## src/rtl/rr_arbiter_pkg.sv

```systemverilog
// Shared types and defaults for the round-robin arbiter and its priority encoders.
package rr_arbiter_pkg;

   typedef enum logic [0:0] {
      IDLE  = 1'b0,
      GRANT = 1'b1
   } state_t;

   localparam int DEFAULT_N        = 16;
   localparam int DEFAULT_MAX_HOLD = 8;

   // Never returns less than one bit, so a two-entry vector still gets a usable index.
   function automatic int index_width(input int n);
      return (n <= 2) ? 1 : $clog2(n);
   endfunction

endpackage

```

## src/rtl/rr_arbiter_priority_encoder.sv

```systemverilog
// Lowest-index-wins priority encoder: reports the lowest set bit and whether any bit is set.
module priority_encoder
   import rr_arbiter_pkg::*;
#(
   parameter int ONEHOT_WIDTH = DEFAULT_N,
   parameter int BIN_WIDTH    = index_width(ONEHOT_WIDTH)
) (
   input  logic [ONEHOT_WIDTH-1:0] i_one_hot,
   output logic [BIN_WIDTH-1:0]    o_bin,
   output logic                    o_active
);

   // Scanning from the top down lets the lowest set bit overwrite any higher one.
   always_comb begin
      o_bin    = '0;
      o_active = |i_one_hot;
      for (int i = ONEHOT_WIDTH - 1; i >= 0; i--) begin
         if (i_one_hot[i]) begin
            o_bin = BIN_WIDTH'(i);
         end
      end
   end

endmodule

```

## src/rtl/rr_arbiter.sv

```systemverilog
// Round-robin arbiter with a registered one-hot grant, a binary grant index and a
// hold timer that forces re-arbitration when a holder keeps the resource under contention.
module rr_arbiter
   import rr_arbiter_pkg::*;
#(
   parameter int N        = DEFAULT_N,
   parameter int W        = index_width(N),
   parameter int MAX_HOLD = DEFAULT_MAX_HOLD
) (
   input  logic         i_clk,
   input  logic         i_rst,
   input  logic [N-1:0] i_req,
   output logic [N-1:0] o_grant,
   output logic [W-1:0] o_grant_bin,
   output logic         o_grant_valid
);

   localparam int              HW        = index_width(MAX_HOLD + 1);
   localparam logic [HW-1:0]   HOLD_LAST = HW'(MAX_HOLD - 1);
   localparam logic [N-1:0]    ONE_BIT   = N'(1);

   state_t         state, state_nxt;
   logic [N-1:0]   grant, grant_nxt;
   logic [W-1:0]   grant_bin, bin_nxt;
   logic [W-1:0]   ptr, ptr_nxt;
   logic [HW-1:0]  hold_cnt, hold_nxt;

   logic [N-1:0]   mask;
   logic [N-1:0]   masked_req;
   logic [W-1:0]   masked_bin, unmasked_bin, winner;
   logic           masked_active, any_req;
   logic           holder_req, others_req, take;

   // Requesters at or above the pointer get first pick; the rest wait for the wrap.
   always_comb begin
      mask = '0;
      for (int k = 0; k < N; k++) begin
         mask[k] = (k >= int'(ptr));
      end
   end

   assign masked_req = i_req & mask;

   priority_encoder #(.ONEHOT_WIDTH(N), .BIN_WIDTH(W)) u_masked_enc (
      .i_one_hot (masked_req),
      .o_bin     (masked_bin),
      .o_active  (masked_active)
   );

   priority_encoder #(.ONEHOT_WIDTH(N), .BIN_WIDTH(W)) u_unmasked_enc (
      .i_one_hot (i_req),
      .o_bin     (unmasked_bin),
      .o_active  (any_req)
   );

   assign winner     = masked_active ? masked_bin : unmasked_bin;
   assign holder_req = |(i_req & grant);
   assign others_req = |(i_req & ~grant);

   // A release takes precedence over a timeout; both re-arbitrate through the same path.
   always_comb begin
      state_nxt = state;
      grant_nxt = grant;
      bin_nxt   = grant_bin;
      ptr_nxt   = ptr;
      hold_nxt  = hold_cnt;
      take      = 1'b0;
      case (state)
         IDLE: begin
            if (any_req) begin
               take = 1'b1;
            end
         end
         GRANT: begin
            if (!holder_req) begin
               if (any_req) begin
                  take = 1'b1;
               end else begin
                  state_nxt = IDLE;
                  grant_nxt = '0;
                  bin_nxt   = '0;
                  hold_nxt  = '0;
               end
            end else if (others_req) begin
               if (hold_cnt == HOLD_LAST) begin
                  take = 1'b1;
               end else begin
                  hold_nxt = hold_cnt + 1'b1;
               end
            end else begin
               hold_nxt = '0;
            end
         end
      endcase
      if (take) begin
         state_nxt = GRANT;
         grant_nxt = ONE_BIT << winner;
         bin_nxt   = winner;
         ptr_nxt   = winner + 1'b1;
         hold_nxt  = '0;
      end
   end

   always_ff @(posedge i_clk or posedge i_rst) begin
      if (i_rst) begin
         state     <= IDLE;
         grant     <= '0;
         grant_bin <= '0;
         ptr       <= '0;
         hold_cnt  <= '0;
      end else begin
         state     <= state_nxt;
         grant     <= grant_nxt;
         grant_bin <= bin_nxt;
         ptr       <= ptr_nxt;
         hold_cnt  <= hold_nxt;
      end
   end

   assign o_grant       = grant;
   assign o_grant_bin   = grant_bin;
   assign o_grant_valid = (state == GRANT);

endmodule

```

## config.mk

```make
export PLATFORM = sky130hd
export DESIGN_NAME = rr_arbiter
export DESIGN_NICKNAME = d
export VERILOG_FILES = /design/src/rtl/rr_arbiter_pkg.sv /design/src/rtl/rr_arbiter_priority_encoder.sv /design/src/rtl/rr_arbiter.sv
export SDC_FILE = /design/constraint.sdc
export NUM_CORES = 1
export LEC_CHECK = 0
export BUFFER_PORTS_ARGS = -buffer_cell sky130_fd_sc_hd__buf_2
export CAP_MARGIN = 20
export CORE_ASPECT_RATIO = 0.6
export CORE_MARGIN = 2
export CORE_UTILIZATION = 31
export CTS_CLUSTER_DIAMETER = 150
export CTS_CLUSTER_SIZE = 16
export DETAILED_ROUTE_END_ITERATION = 10
export PLACE_DENSITY = 0.54
export SYNTH_ARGS = -nofsm -noshare
export SYNTH_HDL_FRONTEND = slang
export SYNTH_HIERARCHICAL = 1
export SYNTH_SLANG_ARGS = --single-unit
```

## constraint.sdc

```tcl
create_clock -name i_clk -period 2.93 [get_ports i_clk]
set_input_delay 0.293 -clock i_clk [delete_from_list [all_inputs] [get_ports i_clk]]
set_output_delay 0.293 -clock i_clk [all_outputs]
set_load 0.03 [all_outputs]
```

-- Word level (Yosys, flattened, before mapping)
Index checks and enable logic that the tools add are counted.
W data, S select, Z words.
- output and inout port bits: 21
- input port bits: 18
- bits in registers: 29
- word-level logic and storage cells: 94
- $lt $le $gt $ge: 15
- reductions and logical operators: 7
- multiplexer cells: 54
- bitwise logic cells: 5
- shift operators: 1
- add/subtract/negate cells: 2
- equal/unequal tests: 5
- operators with widths (cell ; number):
    $mux W4 ; 42
    $mux W16 ; 4
    $reduce_or A16 Y1 ; 4
    $and A16 B16 Y16 ; 3
    $ge A4 B4 Y1 const A ; 7
    $ge A3 B4 Y1 const A ; 4
    $not A16 Y16 ; 1
    $shl A1 B4 Y16 const A ; 1
    $add A4 B1 Y4 const B ; 2
    $ge A1 B4 Y1 const A ; 2
    $ge A2 B4 Y1 const A ; 2
    $mux W1 ; 7
    $reduce_and A3 Y1 ; 2
    $eq A4 B3 Y1 const B ; 1
    $ne A2 B1 Y1 const B ; 2
    $ne A4 B4 Y1 const B ; 1
    $ne A3 B1 Y1 const B ; 1
    $pmux W1 S2 ; 1
    $reduce_bool A2 Y1 ; 1
    $not A1 Y1 ; 1

-- Logic depth before layout (Yosys ltp)
- depth after elaboration: 21
- depth in mapped cells: 13
- depth with buffers taken out: 12

-- Modules after synthesis
Netlist, hierarchy kept.
- modules (own cells, without submodules) (module ; cells an instance ; area an instance (µm²) ; times used):
    rr_arbiter ; 159 ; 1686.6 ; 1
    priority_encoder ; 34 ; 176.4 ; 2

-- Least setup slack after synthesis
No wires, ideal clock.
- kind: reg2reg
- start: register ptr[2]
- end: register grant[7] (netlist: o_grant[7])
- data arrival time: 2.660 ns
- cell stages (with the launch flop): 13
- library setup time: 0.122 ns
- buffers on the path: 2
- data required time: 2.808 ns
- path slack: 0.148 ns
- path through: dfrtp_1 > clkbuf_1 > o21ai_0 > and3b_1 > nor4_2 > nand3_1 > or3_1 > buf_2 > mux2i_1 > inv_1 > ha_1 > ha_1 > a32o_1
- elaborated cells on any way between the ends: 35
- RTL lines (element ; line ; RTL):
    start: declaration ; rr_arbiter.sv:25 ; logic [W-1:0] ptr, ptr_nxt;
    start signal: assignment ; rr_arbiter.sv:115 ; ptr <= ptr_nxt;
    $ge A3 B4 Y1 ; rr_arbiter.sv:38 ; mask[k] = (k >= int'(ptr));
    $and A16 B16 Y16 ; rr_arbiter.sv:42 ; assign masked_req = i_req & mask;
    named net masked_req[4] ; rr_arbiter.sv:29 ; logic [N-1:0] masked_req;
    $reduce_or A16 Y1 ; rr_arbiter_priority_encoder.sv:16 ; o_active = |i_one_hot;
    named net masked_active ; rr_arbiter.sv:31 ; logic masked_active, any_req;
    $mux W4 ; rr_arbiter.sv:56 ; assign winner = masked_active ? masked_bin : unmasked_bin;
    $shl A1 B4 Y16 ; rr_arbiter.sv:97 ; grant_nxt = ONE_BIT << winner;
    $mux W16 ; rr_arbiter.sv:95 ; if (take) begin
    end signal: assignment ; rr_arbiter.sv:113 ; grant <= grant_nxt;
    end: declaration ; rr_arbiter.sv:23 ; logic [N-1:0] grant, grant_nxt;
The timed path passes the listed nets, and every way through them passes these cells.
A chain may end at the register's enable or synchronous reset.

-- Final worst setup path
- start: register ptr[2]
- end: register ptr[3]
- elaborated cells on any way between the ends: 34
- RTL lines (element ; line ; RTL):
    $ge A3 B4 Y1 ; rr_arbiter.sv:38 ;
    $and A16 B16 Y16 ; rr_arbiter.sv:42 ;
    named net masked_req[4] ; rr_arbiter.sv:29 ;
    $reduce_or A16 Y1 ; rr_arbiter_priority_encoder.sv:16 ;
    named net masked_active ; rr_arbiter.sv:31 ;
    $mux W4 ; rr_arbiter.sv:56 ;
    $add A4 B1 Y4 ; rr_arbiter.sv:99 ; ptr_nxt = winner + 1'b1;
The timed path passes the listed nets, and every way through them passes these cells.

==> run metrics <==
worst reg2reg startpoint=ptr[2]$_DFFE_PP0P_; Crit. End Element=flip-flop; Max clock buf depth=2; status=completed; Multi-input gate area=0.00121 mm2; vias in the first global route=1863; most frequent cells in the layout=buf_2 (38), dfrtp_1 (25), nor2_1 (24), inv_1 (17), a32o_1 (17); first-pass GRT wire length=10300 um; ratio of cells with drive above 1 in the final layout=25.8%; number of synthesized flops with an enable pin=0; Final ANT Viol Nets=0; Slew @ Worst Pin=0.602 ns; Post-Syn Instances=227; TritonCTS Buffers=5; num ports=39; maximum number of pins on one net before global-route repair=25; TritonCTS clock tree=done; Post-Syn Nets=252; via/cell ratio=5.52; reg2reg setup slack=0.19 ns; Worst Reg-to-Reg Cells=10; Clock transition at path regs=0.07 ns; DR vias=1960; sequential share of the synthesized area=35.6%; period utilization=93.5%; Peak VDD IR=0.554 mV; top_reg_cell synth=dfrtp_1; Die X=109 um; Leak=1.15 nW; synthesis-to-layout area growth=22.0%; initial core utilization=32.8%; crit-path max FO=10; GPL Wtd Cong=0.968; Cell Area, Placed=0.00235 mm2; Crit Path Class=reg -> reg; Setup Buffers After CTS=0; crit path time final=2.74 ns; Final Hold Fails=0; CP Launch Type=flip-flop; Worst EP arrival=2.91 ns; Avg Synthesized Cell Area=8.98 um2; Max Cap Viol=0; Die Height=66.8 um; # DRC=0; hpwl dp=4990 um; clk root buf=clkbuf_8; worst skew pair latency=0.28 ns; GRT overflow=0; Post-synth ARST share=100%; Inserted Diodes=0; warning count from the yosys run=6; Hold WC Path Type=in -> async; Mapped Area=0.00204 mm2; Synth cell types=41; final net count=295; WL/cell=17.9 um; die area=0.00727 mm2; register area=731 um2; setup TNS=0 ns; clock sink count=29; initial antenna violation count=0; commonest non-fill, non-tap cell in the layout=buf_2; Synth Register Bits=29; Post-CTS Hold Buffers=0; depth of the CTS H-tree=2; Max-slew headroom=59.8%; worst hold slack=0.0214 ns; capturing point of the worst reg2reg path=ptr[3]$_DFFE_PP0P_; Detailed Routing Iterations Pass 1=5; All-Layer GR Usage=18.9%; RSZ-0062 raised after global routing=false; core outline area=0.00622 mm2; Post-Route WL=6370 um; row cnt=22; PortBufs=38; setup violation total in the final timing report=0; clk_skew=0.0100 ns; Power Total=2.53 mW; DRT iter0 DRCs=234; Final Slew Violations=0; Filler cells=653; Fmax=365 MHz; PwrDens=1020 mW/mm2; CTS resizes=0; final instance area=0.00249 mm2; Crit path required time=3.10 ns
## area by class of cell
| type | count | share of cell area, % |
|---|---|---|
| multi-input cells | 173 | 48.7 |
| inverters | 17 | 2.57 |
| flip-flops and latches | 29 | 29.4 |
| clock buffers | 6 | 3.32 |
| clock inverters | 2 | 1.51 |
| well taps | 84 | 4.23 |
| repair buffers | 44 | 10.3 |
## logic make-up (layout without fill, tap and decap cells)
kind of cell / after synthesis / in the layout / share of synthesized area, %
AND/OR/NAND/NOR: 88 / 88 / 23.0
AO/OA/AOI/OAI: 66 / 66 / 25.3
flip-flops: 29 / 29 / 35.6
buffers and inverters: 25 / 69 / 5.40
multiplexers: 11 / 11 / 5.95
adder cells (fa/ha/maj): 7 / 7 / 4.29
XOR/XNOR: 1 / 1 / 0.430
## synthesized netlist by cell type (2+ instances only)
| master | n | area (um2) |
|---|---|---|
| inv_1 | 17 | 63.8 |
| o22ai_1 | 4 | 25.0 |
| and2_1 | 4 | 25.0 |
| nor4_2 | 3 | 37.5 |
| a22o_1 | 8 | 70.1 |
| mux2_2 | 5 | 56.3 |
| o31ai_1 | 3 | 22.5 |
| a21oi_1 | 7 | 35.0 |
| and3_1 | 4 | 25.0 |
| nand3_1 | 6 | 30.0 |
| mux2i_1 | 5 | 50.1 |
| nor2_2 | 2 | 12.5 |
| nand2b_1 | 16 | 100 |
| o21ai_0 | 7 | 35.0 |
| o2111ai_1 | 4 | 35.0 |
| a32o_1 | 17 | 170 |
| nor4_1 | 2 | 12.5 |
| o311a_1 | 2 | 20.0 |
| a221oi_1 | 4 | 35.0 |
| nor3_1 | 3 | 15.0 |
| buf_6 | 2 | 22.5 |
| a31oi_1 | 6 | 37.5 |
| nand2_1 | 16 | 60.1 |
| clkbuf_1 | 5 | 18.8 |
| nor2_1 | 24 | 90.1 |
| or3_1 | 2 | 12.5 |
| ha_1 | 7 | 87.6 |
| dfrtp_1 | 29 | 726 |
## worst max path at each step
stage | end | start
after floorplan | o_grant[7]$_DFFE_PP0P_ | ptr[2]$_DFFE_PP0P_
after global placement | o_grant[3]$_DFFE_PP0P_ | ptr[2]$_DFFE_PP0P_
after detailed placement | ptr[3]$_DFFE_PP0P_ | ptr[2]$_DFFE_PP0P_
after CTS | ptr[3]$_DFFE_PP0P_ | ptr[2]$_DFFE_PP0P_
after global routing | o_grant[15]$_DFFE_PP0P_ | ptr[2]$_DFFE_PP0P_
final | ptr[3]$_DFFE_PP0P_ | ptr[2]$_DFFE_PP0P_
## registers in the layout, indices dropped and copies added (netlist names)
name           cells
o_grant_bin        4
o_grant_valid      1
hold_cnt           4
ptr                4
o_grant           16
## report_power, final
part | switching, mW | internal [mW] | leakage, nW
clock | 0.160 | 0.276 | 0.0574
sequential | 0.136 | 0.519 | 0.376
combinational | 0.864 | 0.570 | 0.719
## worst max-delay path, cell delays in order, from the launching register on
cell and delay [ns]:
dfrtp_2 0.45, o21ai_0 0.10, and3b_1 0.20, nor4_2 0.31, nand3_1 0.13, or3_4 0.39
mux2_2 0.31, inv_1 0.10, nor3_1 0.25, xnor2_1 0.11, mux2_2 0.27
## through the flow
stage	setup WS [ns]	util [%]	instances
after floorplan	0.148	-	227
after global placement	0.107	37.4	346
after detailed placement	0.0647	37.8	347
after CTS	0.0396	39.8	355
after global routing	0.0267	40.0	355
final	0.190	40.0	355
## routing by layer
| layer | vias up | global-route usage [%] | wire (um) |
|---|---|---|---|
| met3 | 5 | 5.97 | 638 |
| met2 | 87 | 24.7 | 2420 |
| li1 | 938 | - | - |
| met5 | - | 0 | 0 |
| met4 | 0 | 2.88 | 20 |
| met1 | 930 | 29.9 | 3290 |
(Power assumes the default switching activity.)
